--- src/rtl/sum_uart_pkg.sv ---
// rtl/sum_uart_pkg.sv - shared types and constants for the sum UART transmitter
package sum_uart_pkg;

    localparam int DATA_W               = 8;
    localparam int FRAME_BITS           = 10;
    localparam int DEFAULT_CLKS_PER_BIT = 434;

    typedef enum logic [1:0] {
        IDLE  = 2'd0,
        START = 2'd1,
        DATA  = 2'd2,
        STOP  = 2'd3
    } uart_state_t;

endpackage

--- src/rtl/sum_uart_baud.sv ---
// rtl/sum_uart_baud.sv - baud counter with synchronous clear and one-cycle wrap tick
module sum_uart_baud
    import sum_uart_pkg::*;
#(
    parameter int CLKS_PER_BIT = DEFAULT_CLKS_PER_BIT
) (
    input  logic clk,
    input  logic rst_n,
    input  logic clr,
    output logic tick
);

    localparam int CNT_W = (CLKS_PER_BIT > 1) ? $clog2(CLKS_PER_BIT) : 1;
    localparam logic [CNT_W-1:0] LAST = CNT_W'(CLKS_PER_BIT - 1);

    logic [CNT_W-1:0] cnt;

    always_ff @(posedge clk or negedge rst_n) begin
        if (!rst_n) begin
            cnt <= '0;
        end else if (clr || (cnt == LAST)) begin
            cnt <= '0;
        end else begin
            cnt <= cnt + CNT_W'(1);
        end
    end

    // Tick is suppressed while cleared so a state entry never sees a stale wrap.
    assign tick = !clr && (cnt == LAST);

endmodule

--- src/rtl/sum_uart_tx.sv ---
// rtl/sum_uart_tx.sv - 8N1 UART serialiser for adder sum bytes with one holding register
module sum_uart_tx
    import sum_uart_pkg::*;
#(
    parameter int CLKS_PER_BIT = DEFAULT_CLKS_PER_BIT,
    parameter bit CHANGE_ONLY  = 1'b0
) (
    input  logic              clk,
    input  logic              rst_n,
    input  logic              in_valid,
    input  logic [DATA_W-1:0] in_data,
    output logic              in_ready,
    input  logic              ovr_clr,
    output logic              tx,
    output logic              busy,
    output logic              overrun
);

    uart_state_t       state, state_nxt;
    logic [DATA_W-1:0] hold_data;
    logic              hold_full;
    logic [DATA_W-1:0] last_byte;
    logic              last_valid;
    logic [DATA_W-1:0] shreg, shreg_nxt;
    logic [2:0]        bit_idx, bit_idx_nxt;
    logic              tx_nxt;
    logic              load;
    logic              tick;
    logic              accept;
    logic              dup;

    sum_uart_baud #(
        .CLKS_PER_BIT(CLKS_PER_BIT)
    ) u_baud (
        .clk  (clk),
        .rst_n(rst_n),
        .clr  (state == IDLE),
        .tick (tick)
    );

    assign in_ready = !hold_full;
    assign busy     = (state != IDLE) || hold_full;
    assign accept   = in_valid && in_ready;
    assign dup      = CHANGE_ONLY && last_valid && (in_data == last_byte);

    always_comb begin
        state_nxt   = state;
        bit_idx_nxt = bit_idx;
        shreg_nxt   = shreg;
        load        = 1'b0;
        case (state)
            IDLE: begin
                if (hold_full) begin
                    state_nxt = START;
                    load      = 1'b1;
                end
            end
            START: begin
                if (tick) begin
                    state_nxt   = DATA;
                    bit_idx_nxt = 3'd0;
                end
            end
            DATA: begin
                if (tick) begin
                    shreg_nxt = shreg >> 1;
                    if (bit_idx == 3'd7) begin
                        state_nxt = STOP;
                    end else begin
                        bit_idx_nxt = bit_idx + 3'd1;
                    end
                end
            end
            STOP: begin
                // A waiting byte chains straight into the next start bit.
                if (tick) begin
                    if (hold_full) begin
                        state_nxt = START;
                        load      = 1'b1;
                    end else begin
                        state_nxt = IDLE;
                    end
                end
            end
            default: state_nxt = IDLE;
        endcase
        if (load) begin
            shreg_nxt = hold_data;
        end
        case (state_nxt)
            START:   tx_nxt = 1'b0;
            DATA:    tx_nxt = shreg_nxt[0];
            default: tx_nxt = 1'b1;
        endcase
    end

    always_ff @(posedge clk or negedge rst_n) begin
        if (!rst_n) begin
            state   <= IDLE;
            shreg   <= '0;
            bit_idx <= 3'd0;
            tx      <= 1'b1;
        end else begin
            state   <= state_nxt;
            shreg   <= shreg_nxt;
            bit_idx <= bit_idx_nxt;
            tx      <= tx_nxt;
        end
    end

    // Accept and drain are mutually exclusive because in_ready is !hold_full.
    always_ff @(posedge clk or negedge rst_n) begin
        if (!rst_n) begin
            hold_data  <= '0;
            hold_full  <= 1'b0;
            last_byte  <= '0;
            last_valid <= 1'b0;
        end else begin
            if (load) begin
                hold_full <= 1'b0;
            end else if (accept && !dup) begin
                hold_full <= 1'b1;
                hold_data <= in_data;
            end
            if (accept) begin
                last_byte  <= in_data;
                last_valid <= 1'b1;
            end
        end
    end

    always_ff @(posedge clk or negedge rst_n) begin
        if (!rst_n) begin
            overrun <= 1'b0;
        end else if (in_valid && !in_ready) begin
            overrun <= 1'b1;
        end else if (ovr_clr) begin
            overrun <= 1'b0;
        end
    end

endmodule
--- config.mk ---
export PLATFORM = sky130hd
export DESIGN_NAME = sum_uart_tx
export DESIGN_NICKNAME = d
export VERILOG_FILES = /design/src/rtl/sum_uart_pkg.sv /design/src/rtl/sum_uart_baud.sv /design/src/rtl/sum_uart_tx.sv
export SDC_FILE = /design/constraint.sdc
export NUM_CORES = 1
export LEC_CHECK = 0
export BUFFER_PORTS_ARGS = -buffer_cell sky130_fd_sc_hd__buf_2
export CAP_MARGIN = 20
export CORE_MARGIN = 2
export CORE_UTILIZATION = 30
export CTS_CLUSTER_DIAMETER = 80
export DETAILED_ROUTE_END_ITERATION = 10
export PLACE_DENSITY = 0.47
export SYNTH_ARGS = -nofsm -noshare
export SYNTH_HDL_FRONTEND = slang
export SYNTH_SLANG_ARGS = --single-unit
--- constraint.sdc ---
create_clock -name clk -period 3 [get_ports clk]
set_input_delay 0.45 -clock clk [delete_from_list [all_inputs] [get_ports clk]]
set_output_delay 0.45 -clock clk [all_outputs]
set_load 0.01 [all_outputs]
# Word-level counts from Yosys, hierarchy flattened
# Cells that the tools add are included.
classes:
  add_sub_neg: 2
  eq_ne: 10
  mux: 23
  bitwise: 1
  reduce_logical: 17
op_table:
  columns: ["cell", "count"]
  rows:
  - ["2-to-1 mux 8 bit", 3]
  - ["nonzero test 2 bit", 6]
  - ["2-to-1 mux 2 bit", 5]
  - ["adder 9 x 1 -> 9 bit, second input constant", 1]
  - ["equality test 9 bit, second input constant", 1]
  - ["2-to-1 mux 3 bit", 3]
  - ["2-to-1 mux 9 bit", 1]
  - ["one-hot mux 2 bit (4 select lines)", 1]
  - ["2-to-1 mux 1 bit", 7]
  - ["equality test 2 bit, second input constant", 3]
  - ["inequality test 2 bit, second input constant", 3]
  - ["one-hot mux 3 bit (2 select lines)", 1]
  - ["equality test 2 x 1 -> 1 bit, second input constant", 2]
  - ["one-hot mux 1 bit (2 select lines)", 2]
  - ["AND reduction 2 bit", 2]
  - ["AND reduction 4 bit", 1]
  - ["adder 3 x 1 -> 3 bit, second input constant", 1]
  - ["equality test 3 bit, second input constant", 1]
  - ["logical AND 1 bit", 3]
  - ["zero test 1 bit", 2]
  - ["zero test 2 bit", 1]
  - ["logical OR 1 bit", 2]
  - ["NOT 1 bit", 1]
word_totals:
  reg_bits: 33
  inputBits: 12
  word_cells: 62

# Logic depth before layout (Yosys ltp)
# Gate-level depths: netlist of the first run.
depth:
  ltp_word: 7
  ltp_mapped: 8

# Modules after synthesis
# A second synthesis of the first run with hierarchy kept.
hier_totals:
  hier_cells: 154
  area_unflattened_um2: 1709.1
by_module_without_submodules:
  columns: ["mod", "instances", "cells_per_inst", "area_per_inst_um2", "seq_area_each_um2"]
  rows:
  - ["sum_uart_tx", 1, 106, 1222.4, 601.8]
  - ["sum_uart_baud", 1, 48, 486.7, 225.2]

# Worst setup path before layout of the first run
# Ideal clock, no wire load.
synth_timing:
  kind: "register -> register"
  start: "register state[0]"
  end: "register tx"
  t_arrival_ns: 1.840
  required_time_ns: 2.923
  setup_slack_ns: 1.082
  stages_incl_launch_ff: 8
  path_buffers: 0
  synth_period_minus_slack_ns: 1.918
  cell_sequence: "dfrtp_1 inv_1 ha_1 or3_1 a221o_1 o211ai_1 xnor2_1 a21bo_2"
synth_via:
  elab_chain_cells: 7
synth_lines:
  columns: ["item", "line", "source"]
  rows:
  - ["from (decl)", "sum_uart_tx.sv:19", "uart_state_t state, state_nxt;"]
  - ["from (signal assigned)", "sum_uart_tx.sv:104", "state <= state_nxt;"]
  - ["zero test 2 bit", "sum_uart_tx.sv:37, sum_uart_tx.sv:51", null]
  - ["zero test 1 bit", "sum_uart_baud.sv:29", "assign tick = !clr && (cnt == LAST);"]
  - ["logical AND 1 bit", "sum_uart_baud.sv:29", null]
  - ["2-to-1 mux 2 bit (tied with other cells)", "sum_uart_tx.sv:76", "if (tick) begin"]
  - ["one-hot mux 2 bit (4 select lines) (tied with other cells)", "sum_uart_tx.sv:51", "case (state)"]
  - ["equality test 2 bit (tied with other cells)", "sum_uart_tx.sv:90", "case (state_nxt)"]
  - ["one-hot mux 1 bit (2 select lines) *", "sum_uart_tx.sv:90", null]
  - ["via tx_nxt", "sum_uart_tx.sv:26", "logic tx_nxt;"]
  - ["to (signal assigned)", "sum_uart_tx.sv:107", "tx <= tx_nxt;"]
  - ["to (decl)", "sum_uart_tx.sv:14", "output logic tx,"]
# The timed path passes the listed nets; every way through them passes the cells marked *. The select of a mux whose other input is x is not followed.
# A chain may end at the register's enable or synchronous reset.

# Final worst setup path of the first run
layout_timing:
  start: "register state[1]"
  end: "register shreg[4]"
layout_via:
  elab_chain_cells: 7
layout_lines:
  columns: ["item", "line", "source"]
  rows:
  - ["zero test 2 bit", "sum_uart_tx.sv:37, sum_uart_tx.sv:51", null]
  - ["zero test 1 bit", "sum_uart_baud.sv:29", null]
  - ["logical AND 1 bit", "sum_uart_baud.sv:29", null]
  - ["2-to-1 mux 1 bit", "sum_uart_tx.sv:76", null]
  - ["one-hot mux 1 bit (2 select lines)", "sum_uart_tx.sv:51", null]
  - ["nonzero test 2 bit (no line)", null, null]
  - ["AND reduction 2 bit (no line)", null, null]
  - ["to (signal assigned)", "sum_uart_tx.sv:105", "shreg <= shreg_nxt;"]
  - ["to (decl)", "sum_uart_tx.sv:24", "logic [DATA_W-1:0] shreg, shreg_nxt;"]
# Parallel ways exist; a longest one is shown, timed or not.

==> summary.txt, run 1 <==
Power and ir drop
  – P_leak: a little over 0.8 nW
  – Final Power: approximately 1.5 mW
  – Maximum VDD drop: 0.378 mV
  – Cell Pwr Density: just over 800 nW/um^2

Synthesis
  – Primary FF master, synth: dfrtp_1
  – Netlist cell types: 37
  – Syn nets: 173
  – Yosys reg bits: 33
  – Synth Warn #: 0
  – Avg Cell Area, Syn: approximately 11 sq um
  – Mapped Area: between 1500 and 2000 sq um
  – Gate Count Post-Synth: about 150
  – Post-synth ARST share: 100%
  – Number of synthesized flops with an enable pin: 0
  – Sequential area share after synthesis: between 50% and 60%

Worst setup path
  – Critical path type: reg2reg
  – CP startpoint: state[1]
  – FF-to-FF Start: state[1]
  – CP Capture Type: register
  – WP data arrival: around 2.4 ns
  – Crit path max fanout: 14
  – Worst setup SP type: register
  – Critical Path RT: 3.15 ns

Drt
  – DRT antenna net count: 0
  – Avg WL per Cell: about 13 um
  – Drt via density: 4.99
  – Post-Route WL: 3130 um
  – Drt drc: 0
  – Vias post-DR: 1197
  – DR iter-0 viols: 67
  – First drt pass iteration count: 4

Clocking
  – Root buffer cell: clkbuf_8
  – Clock sinks: 33
  – Max clock buf depth: 2
  – Clk_lat worst skew: 0.28 ns
  – Hold-fix buffers, CTS: 0
  – CTS resizes: 0
  – CTS tree: done
  – CTS H-tree depth: 2
  – Worst-path clk slew: ~0.06 ns
  – Post-CTS Setup Inserts: 0
  – CTS Buf Count: 5

Global routing
  – GRT overflow: 0
  – Initial antenna violation count: 0
  – Largest net degree at the start of global routing: 34
  – Number of global-route vias before repair: ~1200
  – First-pass GRT wire length: roughly 5600 um
  – GRT Overall Usage: a little under an eighth

Floorplan
  – # rows: 26
  – Initial Util: 31.4%
  – Full die area: roughly 6000 sq um
  – Die Wd: a little under 80 um
  – DIE HEIGHT: about 78 um
  – Core ar.: between 5000 and 6000 sq um
  – I/O Pins: 16

STA
  – Hold Vio Cnt, Final: 0
  – Setup violations, final: 0
  – Part of the cycle the worst path needs: approximately three quarters
  – Max Clk Rate: roughly 0.45 GHz
  – Final hold slack: between 0.2 and 0.25 ns
  – Max-slew headroom: 50.7%
  – Slew Limit Fails: 0
  – RSZ-0062 raised after global routing: no
  – Setup total negative slack: 0 ns
  – Worst Skew: 0.00547 ns
  – Worst Tran Pin Value: approximately 0.74 ns
  – Fin crit period: approximately 2.2 ns

Cells and area
  – Final non-filler cell total: 240
  – Fraction of final layout cells with drive strength greater than 1: about a fifth
  – # fillers: 528
  – Most frequent cells in the layout: dfrtp_1 (32), inv_1 (15), buf_2 (15)
  – Area grow syn2layout: 13.5%
  – Final Cell Area: around 1800 sq um
  – Diode count: 0
  – Most common cell after layout, fill and taps aside: dfrtp_1
  – Final nets: 191

Status
  – Status: complete, no violations

Flow run
  – Total of max-cap violations: 0

Hold path
  – HP Class: in2async

Placed design
  – Port-buffer cells: 15
  – RD Place Congestion: ~0.85
  – Placed cells: roughly 230
  – Placed inst area: about 1800 sq um
  – Dpl hpwl: ~2300 um
worst paths after layout:
check,endpoint,slack [ns],cells past startpoint
max,shreg[4],0.79,7
min,u_baud.cnt[7],0.23,1
max reg2reg,shreg[4],0.79,7
min reg2reg,u_baud.cnt[0],0.49,1
max in group asynchronous,overrun,2.29,1
min in group clk,overrun,0.38,2
area by class of cell:
cell class	count	area, sq um	share of cell area [%]
clock buffers	5	68.8	3.73
flip-flops and latches	33	827	44.8
repair buffers	15	75.1	4.07
well taps	70	87.6	4.74
inverters	15	56.3	3.05
clock inverters	1	5.00	0.271
multi-input cells	101	727	39.4
layer usage:
metal | global-route usage, % | wire (um) | vias up
met1 | 14.5 | 1400 | 595
met2 | 18.4 | 1540 | 20
li1 | - | - | 576
met4 | 5.18 | 48 | 0
met3 | 4.19 | 136 | 6
met5 | 0 | 0 | -
kinds of logic after synthesis:
group,synth area share [%]
compound gates,13.4
fa+ha+maj,6.15
flops,50.8
simple gates,16.5
buf+inv,4.46
mux,4.85
xor+xnor,3.77
where the power goes:
part           total, mW  internal [mW]  switching (mW)  leakage, nW
clock              0.299          0.152           0.147       0.0399
combinational      0.482          0.232           0.250        0.376
sequential         0.706          0.603           0.104        0.409
Yosys cell counts, types with 2 or more instances:
library cell | count | area share, %
nand2_1 | 13 | 3.0
dfrtp_1 | 32 | 49
clkbuf_1 | 3 | 0.69
mux2_2 | 7 | 4.8
and3_1 | 2 | 0.77
a221o_1 | 2 | 1.2
o21ai_0 | 9 | 2.8
a21oi_1 | 4 | 1.2
nor3_1 | 2 | 0.62
xnor2_1 | 4 | 2.2
or3_1 | 3 | 1.2
nand2b_1 | 2 | 0.77
a22oi_1 | 2 | 0.92
xor2_1 | 3 | 1.6
nand4_1 | 2 | 0.77
nor2_1 | 14 | 3.2
a222oi_1 | 6 | 3.7
ha_1 | 8 | 6.2
nand3_1 | 3 | 0.92
inv_1 | 15 | 3.5
critical path, stage by stage (launching register included):
cell and delay [ns]:
dfrtp_1 0.44, inv_1 0.11, ha_1 0.42, nand2_1 0.15, and3_1 0.21, a221o_1 0.37, a222oi_1 0.31, inv_1 0.08
sequential cells by signal (all words and copies together), names as in the netlist:
signal / flops
overrun: 1
tx: 1
u_baud.cnt: 9
hold_full: 1
bit_idx: 3
shreg: 8
hold_data: 8
state: 2
through the flow:
step	setup WS (ns)	utilization [%]
after global placement	0.925	34.3
after floorplan	1.08	-
after detailed placement	0.823	34.3
after CTS	0.805	35.7
final	0.788	35.7
after global routing	0.589	35.7
Note: power is estimated with default switching activity, not from simulation.
==> inputs of run 2 (changes only) <==
- ABC_AREA: default -> 1
- PLACE_DENSITY: 0.47 -> 0.49
- clock period: 3 -> 1.98 ns (I/O delays scaled with it)
==> summary.txt, run 2 <==
Global routing
  – Number of global-route vias before repair: 1265 (+6.1%)
  – GRT overflow: 0 (unchanged)
  – First-pass GRT wire length: 5600 um (+0.61%)
  – Initial antenna violation count: 0 (unchanged)
  – Largest net degree at the start of global routing: 34 (unchanged)
  – GRT Overall Usage: 11.6% (-0.085 points)

STA
  – Part of the cycle the worst path needs: 89.3% (+16 points)
  – Worst Tran Pin Value: 0.745 ns (+0.00626 ns)
  – Setup WS post-layout: 0.211 ns (-0.577 ns)
  – Slew Limit Fails: 0 (unchanged)
  – Fin crit period: 1.77 ns (-0.443 ns)
  – Setup violations, final: 0 (unchanged)
  – Max Clk Rate: 0.565 GHz (+25%)
  – Setup total negative slack: 0 ns (unchanged)
  – Max-slew headroom: 50.3% (-0.42 points)
  – Hold Vio Cnt, Final: 0 (unchanged)
  – Final hold slack: 0.0733 ns (-0.155 ns)
  – RSZ-0062 raised after global routing: no
  – Worst Skew: 0.00752 ns (+0.00205 ns)

Synthesis
  – Top cells by count, synth: nand2_1 (34), dfrtp_1 (32), inv_1 (29)
  – Synth Warn #: 0 (unchanged)
  – Yosys reg bits: 33 (unchanged)
  – Gate Count Post-Synth: 191 (+25%)
  – Syn nets: 211 (+22%)
  – Avg Cell Area, Syn: 8.91 sq um (-16%)
  – Top-count cell post-synth: nand2_1
  – Mapped Area: 1700 sq um (+4.6%)
  – Netlist cell types: 30 (-19%)
  – Number of synthesized flops with an enable pin: 0 (unchanged)
  – Sequential area share after synthesis: 48.6% (-2.2 points)
  – Dominant cell type by area after synthesis: dfrtp_1
  – Post-synth ARST share: 100% (unchanged)
  – Synth top area share: 47.1% (-2.2 points)
  – Primary FF master, synth: dfrtp_1
  – Synth area leaders: dfrtp_1 (47%), nand2_1 (7.5%), inv_1 (6.4%)

Placed design
  – Dpl hpwl: 2310 um (+0.96%)
  – Port-buffer cells: 15 (unchanged)
  – Placed cells: 277 (+18%)
  – RD Place Congestion: 0.826 (-2.8%)
  – Post-Place Worst Slack: 0.186 ns (-0.636 ns)
  – Placed inst area: 1860 sq um (+4.8%)

Worst setup path
  – CP cell instances: inv_1 -> ha_1 -> inv_2 -> nand4_1 -> nand2_2 -> nand2_4 -> a21oi_4 -> o21ai_0
  – Worst setup SP type: register
  – CP peak stage delay: 0.41 ns (-0.03 ns)
  – Delay-heaviest family, CP: flip-flops
  – Crit path max fanout: 15 (+1)
  – Critical path type: reg2reg
  – Critical Path RT: 2.14 ns (-1.01 ns)
  – WP data arrival: 1.93 ns (-0.43 ns)
  – Buf/Inv on CP: 2 (unchanged)
  – CP Capture Type: register
  – Slowest CP cell: dfrtp_1

Clocking
  – Hold-fix buffers, CTS: 0 (unchanged)
  – CTS tree: done
  – Clock sinks: 33 (unchanged)
  – CTS resizes: 0 (unchanged)
  – Clk_lat worst skew: 0.29 ns (about the same)
  – CTS Buf Count: 5 (unchanged)
  – Worst-path clk slew: 0.07 ns (about the same)
  – Root buffer cell: clkbuf_8
  – Max clock buf depth: 2 (unchanged)
  – Post-CTS Setup Inserts: 0 (unchanged)
  – CTS H-tree depth: 2 (unchanged)

Cells and area
  – Largest regs: u_baud.cnt: 9 flops, hold_data: 8 flops, shreg: 8 flops
  – Most frequent cells in the layout: nand2_1 (34), dfrtp_1 (32), inv_1 (29)
  – Diode count: 0 (unchanged)
  – Fraction of final layout cells with drive strength greater than 1: 22.0% (+2.6 points)
  – Largest register FFs: 9 (unchanged)
  – Biggest register: u_baud.cnt
  – Final non-filler cell total: 286 (+19%)
  – Most common cell after layout, fill and taps aside: nand2_1
  – Final core utilization: 35.8% (+0.13 points)
  – Final Cell Area: 1970 sq um (+6.8%)
  – Area grow syn2layout: 16.0%
  – Final nets: 233 (+22%)

Drt
  – Drt via density: 4.43 (-11%)
  – Drt drc: 0 (unchanged)
  – DR iter-0 viols: 31 (-54%)
  – Vias post-DR: 1266 (+5.8%)
  – Post-Route WL: 3170 um (+1.2%)
  – Avg WL per Cell: 11.1 um (-15%)
  – First drt pass iteration count: 4 (unchanged)
  – DRT antenna net count: 0 (unchanged)

Power and ir drop
  – Sw frac: 20.7% (-13 points)
  – Combinational Power Share: 3.3% (-29 points)
  – Maximum VDD drop: 0.406 mV (+7.5%)
  – Cell-internal power: 1.09 mW (+10%)
  – Sequential power share: 51.3% (+3.8 points)
  – Switching Power: 0.284 mW (-43%)
  – Cell Pwr Density: 696 nW/um^2 (-14%)
  – Final Power: 1.37 mW (-7.7%)
  – P_leak: 0.989 nW (+20%)
  – Share of total power in the clock network: 45.4% (+25 points)

Floorplan
  – DIE HEIGHT: 79.3 um (+2.2%)
  – Core ar.: 5510 sq um (+6.5%)
  – I/O Pins: 16 (unchanged)
  – Die Wd: 79.3 um (+2.2%)
  – # rows: 27 (+3.8%)
  – Full die area: 6290 sq um (+4.4%)
  – Initial Util: 30.9% (-0.54 points)

Flow run
  – Total of max-cap violations: 0 (unchanged)

Status
  – Status: complete, no violations

Hold path
  – HP Class: in2async
## run 2: cell count changes after synthesis, sizes merged, moves of 3 or more
cell / change
xnor2: -3
a21oi: +4
o21ai: +11
clkbuf: -3
inv: +17
xor2: -3
or3: -3
nand3: +5
a222oi: -6
nand2: +27
nor3b: +3
## run 2: cell families (layout without fill, tap and decap cells)
kind of cell               count (synthesis)  in the layout  share of synthesized area (%)
and+or+nand+nor                           75             75                           20.9
xor gates and xnor gates                   1              1                          0.515
DFF                                       33             33                           48.6
muxes                                      7              7                           4.63
adders and majority gates                  8              8                           5.88
buffers and inverters                     35             58                           8.23
AOI/OAI and AO/OA                         32             32                           11.3
## run 2: power by group through the flow
stage               clock [mW]  sequential, mW  combinational (mW)
floorplan                    0           0.715              0.0183
global route             0.679           0.707              0.0531
detailed placement           0           0.717              0.0473
CTS                      0.650           0.704              0.0471
finish                   0.624           0.705              0.0448
global placement             0           0.717              0.0465
## run 2: layout make-up
cell class | count | area (sq um)
fillers | 590 | 3530
repair buffers | 17 | 90.1
clock buffers | 6 | 72.6
multi-input cells | 123 | 734
well taps | 72 | 90.1
flip-flops and latches | 33 | 827
clock inverters | 2 | 35.0
inverters | 33 | 124
## run 2: per-layer routing
metal	vias up	track usage [%]	wire, um	part of all wire, %
li1	654	-	-	-
met1	580	14.6	1570	50
met2	25	18.3	1410	45
met3	7	4.77	139	4.4
met4	0	3.62	43	1.4
met5	-	0	0	0
## run 2: final timing paths
| path | from | endpoint | slack (ns) | depth (start not counted) |
|---|---|---|---|---|
| min | rst_n | overrun | 0.07 | 1 |
| min in group clk | ovr_clr | overrun | 0.20 | 2 |
| max | state[1] | shreg[2] | 0.21 | 8 |
| max reg2reg | state[1] | shreg[2] | 0.21 | 8 |
| max in group asynchronous | rst_n | u_baud.cnt[0] | 1.42 | 1 |
| min reg2reg | bit_idx[1] | bit_idx[1] | 0.49 | 2 |
## run 2: worst register-to-register path, stage by stage (launching register included)
cell and delay (ns):
dfrtp_1 0.41, inv_1 0.09, ha_1 0.26, inv_2 0.17, nand4_1 0.13, nand2_2 0.11
nand2_4 0.12, a21oi_4 0.24, o21ai_0 0.11
==> inputs of run 3 (changes only) <==
- CORE_MARGIN: 2 -> default
==> summary.txt, run 3 (synthesis results as in run 2) <==
STA
  – Max Clk Rate: 0.558 GHz (-1.3%)
  – Hold Vio Cnt, Final: 0 (unchanged)
  – Part of the cycle the worst path needs: 90.5% (+1.2 points)
  – Fin crit period: 1.79 ns (+0.0240 ns)
  – Setup WS post-layout: 0.187 ns (-0.0240 ns)
  – Worst Tran Pin Value: 0.738 ns (-0.00686 ns)
  – Setup total negative slack: 0 ns (unchanged)
  – Max-slew headroom: 50.8% (+0.46 points)
  – Worst Skew: 0.00586 ns (-0.00166 ns)
  – Setup violations, final: 0 (unchanged)
  – RSZ-0062 raised after global routing: no
  – Slew Limit Fails: 0 (unchanged)
  – Final hold slack: 0.0716 ns (-0.00173 ns)

Floorplan
  – Core ar.: 5470 sq um (-0.61%)
  – # rows: 27 (unchanged)
  – Initial Util: 31.1% (+0.19 points)
  – DIE HEIGHT: 77.3 um (-2.5%)
  – I/O Pins: 16 (unchanged)
  – Full die area: 5980 sq um (-5.0%)
  – Die Wd: 77.3 um (-2.5%)

Placed design
  – Placed inst area: 1860 sq um (unchanged)
  – Placed cells: 277 (unchanged)
  – Post-Place Worst Slack: 0.197 ns (+0.0106 ns)
  – Port-buffer cells: 15 (unchanged)
  – RD Place Congestion: 0.768 (-7.1%)
  – Dpl hpwl: 2230 um (-3.3%)

Cells and area
  – Final core utilization: 36.1% (+0.31 points)
  – Biggest register: u_baud.cnt
  – Final nets: 232 (-0.43%)
  – Final non-filler cell total: 285 (-0.35%)
  – Final Cell Area: 1980 sq um (+0.25%)
  – Diode count: 0 (unchanged)
  – Most common cell after layout, fill and taps aside: nand2_1
  – Largest register FFs: 9 (unchanged)
  – Area grow syn2layout: 16.3%
  – Fraction of final layout cells with drive strength greater than 1: 22.1% (+0.10 points)
  – Largest regs: u_baud.cnt: 9 flops, hold_data: 8 flops, shreg: 8 flops
  – Most frequent cells in the layout: nand2_1 (34), dfrtp_1 (32), inv_1 (29)

Drt
  – Drt drc: 0 (unchanged)
  – Vias post-DR: 1252 (-1.1%)
  – Post-Route WL: 3000 um (-5.1%)
  – DRT antenna net count: 0 (unchanged)
  – DR iter-0 viols: 19 (-39%)
  – Avg WL per Cell: 10.5 um (-4.8%)
  – First drt pass iteration count: 4 (unchanged)
  – Drt via density: 4.39 (-0.76%)

Worst setup path
  – Slowest CP cell: dfrtp_1
  – Register-to-Register Path Depth: 8 (unchanged)
  – FF-to-FF Start: state[1]
  – WP data arrival: 1.95 ns (+0.02 ns)
  – CP cell instances: inv_1 -> ha_1 -> inv_2 -> nand4_1 -> nand2_2 -> nand2_4 -> a21oi_4 -> o21ai_0
  – Critical Path RT: 2.14 ns (about the same)
  – Crit path max fanout: 15 (unchanged)
  – CP Capture Type: register
  – Worst setup SP type: register
  – R2R Path End: shreg[1]
  – Critical path type: reg2reg
  – CP peak stage delay: 0.43 ns (+0.02 ns)
  – Worst R2R Setup Slack: 0.19 ns (-0.02 ns)

Flow run
  – Total of max-cap violations: 0 (unchanged)

Power and ir drop
  – Cell Pwr Density: 711 nW/um^2 (+2.2%)
  – Final Power: 1.41 mW (+2.4%)
  – Maximum VDD drop: 0.467 mV (+15%)
  – P_leak: 0.987 nW (-0.19%)

Clocking
  – Root buffer cell: clkbuf_8
  – Clock sinks: 33 (unchanged)
  – CTS tree: done
  – CTS Buf Count: 5 (unchanged)
  – CTS resizes: 0 (unchanged)
  – Hold-fix buffers, CTS: 0 (unchanged)
  – Clk_lat worst skew: 0.28 ns (about the same)
  – Max clock buf depth: 2 (unchanged)
  – Post-CTS Setup Inserts: 0 (unchanged)
  – CTS H-tree depth: 2 (unchanged)
  – Worst-path clk slew: 0.07 ns (about the same)

Global routing
  – Number of global-route vias before repair: 1164 (-8.0%)
  – GRT overflow: 0 (unchanged)
  – M3 GR Usage: 3.57% (-1.2 points)
  – GRT Overall Usage: 11.1% (-0.49 points)
  – Most used routing layer: met2
  – Initial antenna violation count: 0 (unchanged)
  – Largest net degree at the start of global routing: 34 (unchanged)
  – Met1 usage: 14.3% (-0.24 points)
  – Met2 usage: 16.4% (-1.9 points)
  – First-pass GRT wire length: 5100 um (-9.0%)

Status
  – Status: complete, no violations

Hold path
  – HP Class: in2async
[run 3: critical path, delay by kind of cell (launching register included)]
kind,cells,cell delay [ns]
flops,1,0.43
simple gates,3,0.37
compound gates,2,0.35
buf+inv,2,0.27
fa+ha+maj,1,0.26
[run 3: final cells by class]
type                            instances  area (sq um)
Clock buffer                            6          82.6
Clock inverter                          2          37.5
Fill cell                             591          3490
Inverter                               33           124
Multi-Input combinational cell        123           734
Sequential cell                        33           827
Tap cell                               72          90.1
Timing Repair Buffer                   16          82.6
[run 3: worst max-delay path by stage]
stage / startpoint / endpoint / cells past startpoint
floorplan: state[0] / shreg[5] / 10
CTS: state[0] / tx / 11
detailed placement: state[0] / shreg[5] / 8
global placement: state[0] / shreg[5] / 8
finish: state[1] / shreg[1] / 8
global route: state[0] / tx / 11
[run 3: routing by layer]
metal / vias to the layer above / part of all wire (%)
li1: 658 / -
met1: 561 / 51
met2: 26 / 44
met3: 7 / 3.7
met4: 0 / 2.1
met5: - / 0
[run 3: where the power goes]
group          leakage, nW  total, mW  switching (mW)  internal [mW]
combinational        0.515     0.0443          0.0224         0.0219
sequential           0.414      0.704         0.00964          0.694
clock               0.0574      0.659           0.250          0.409
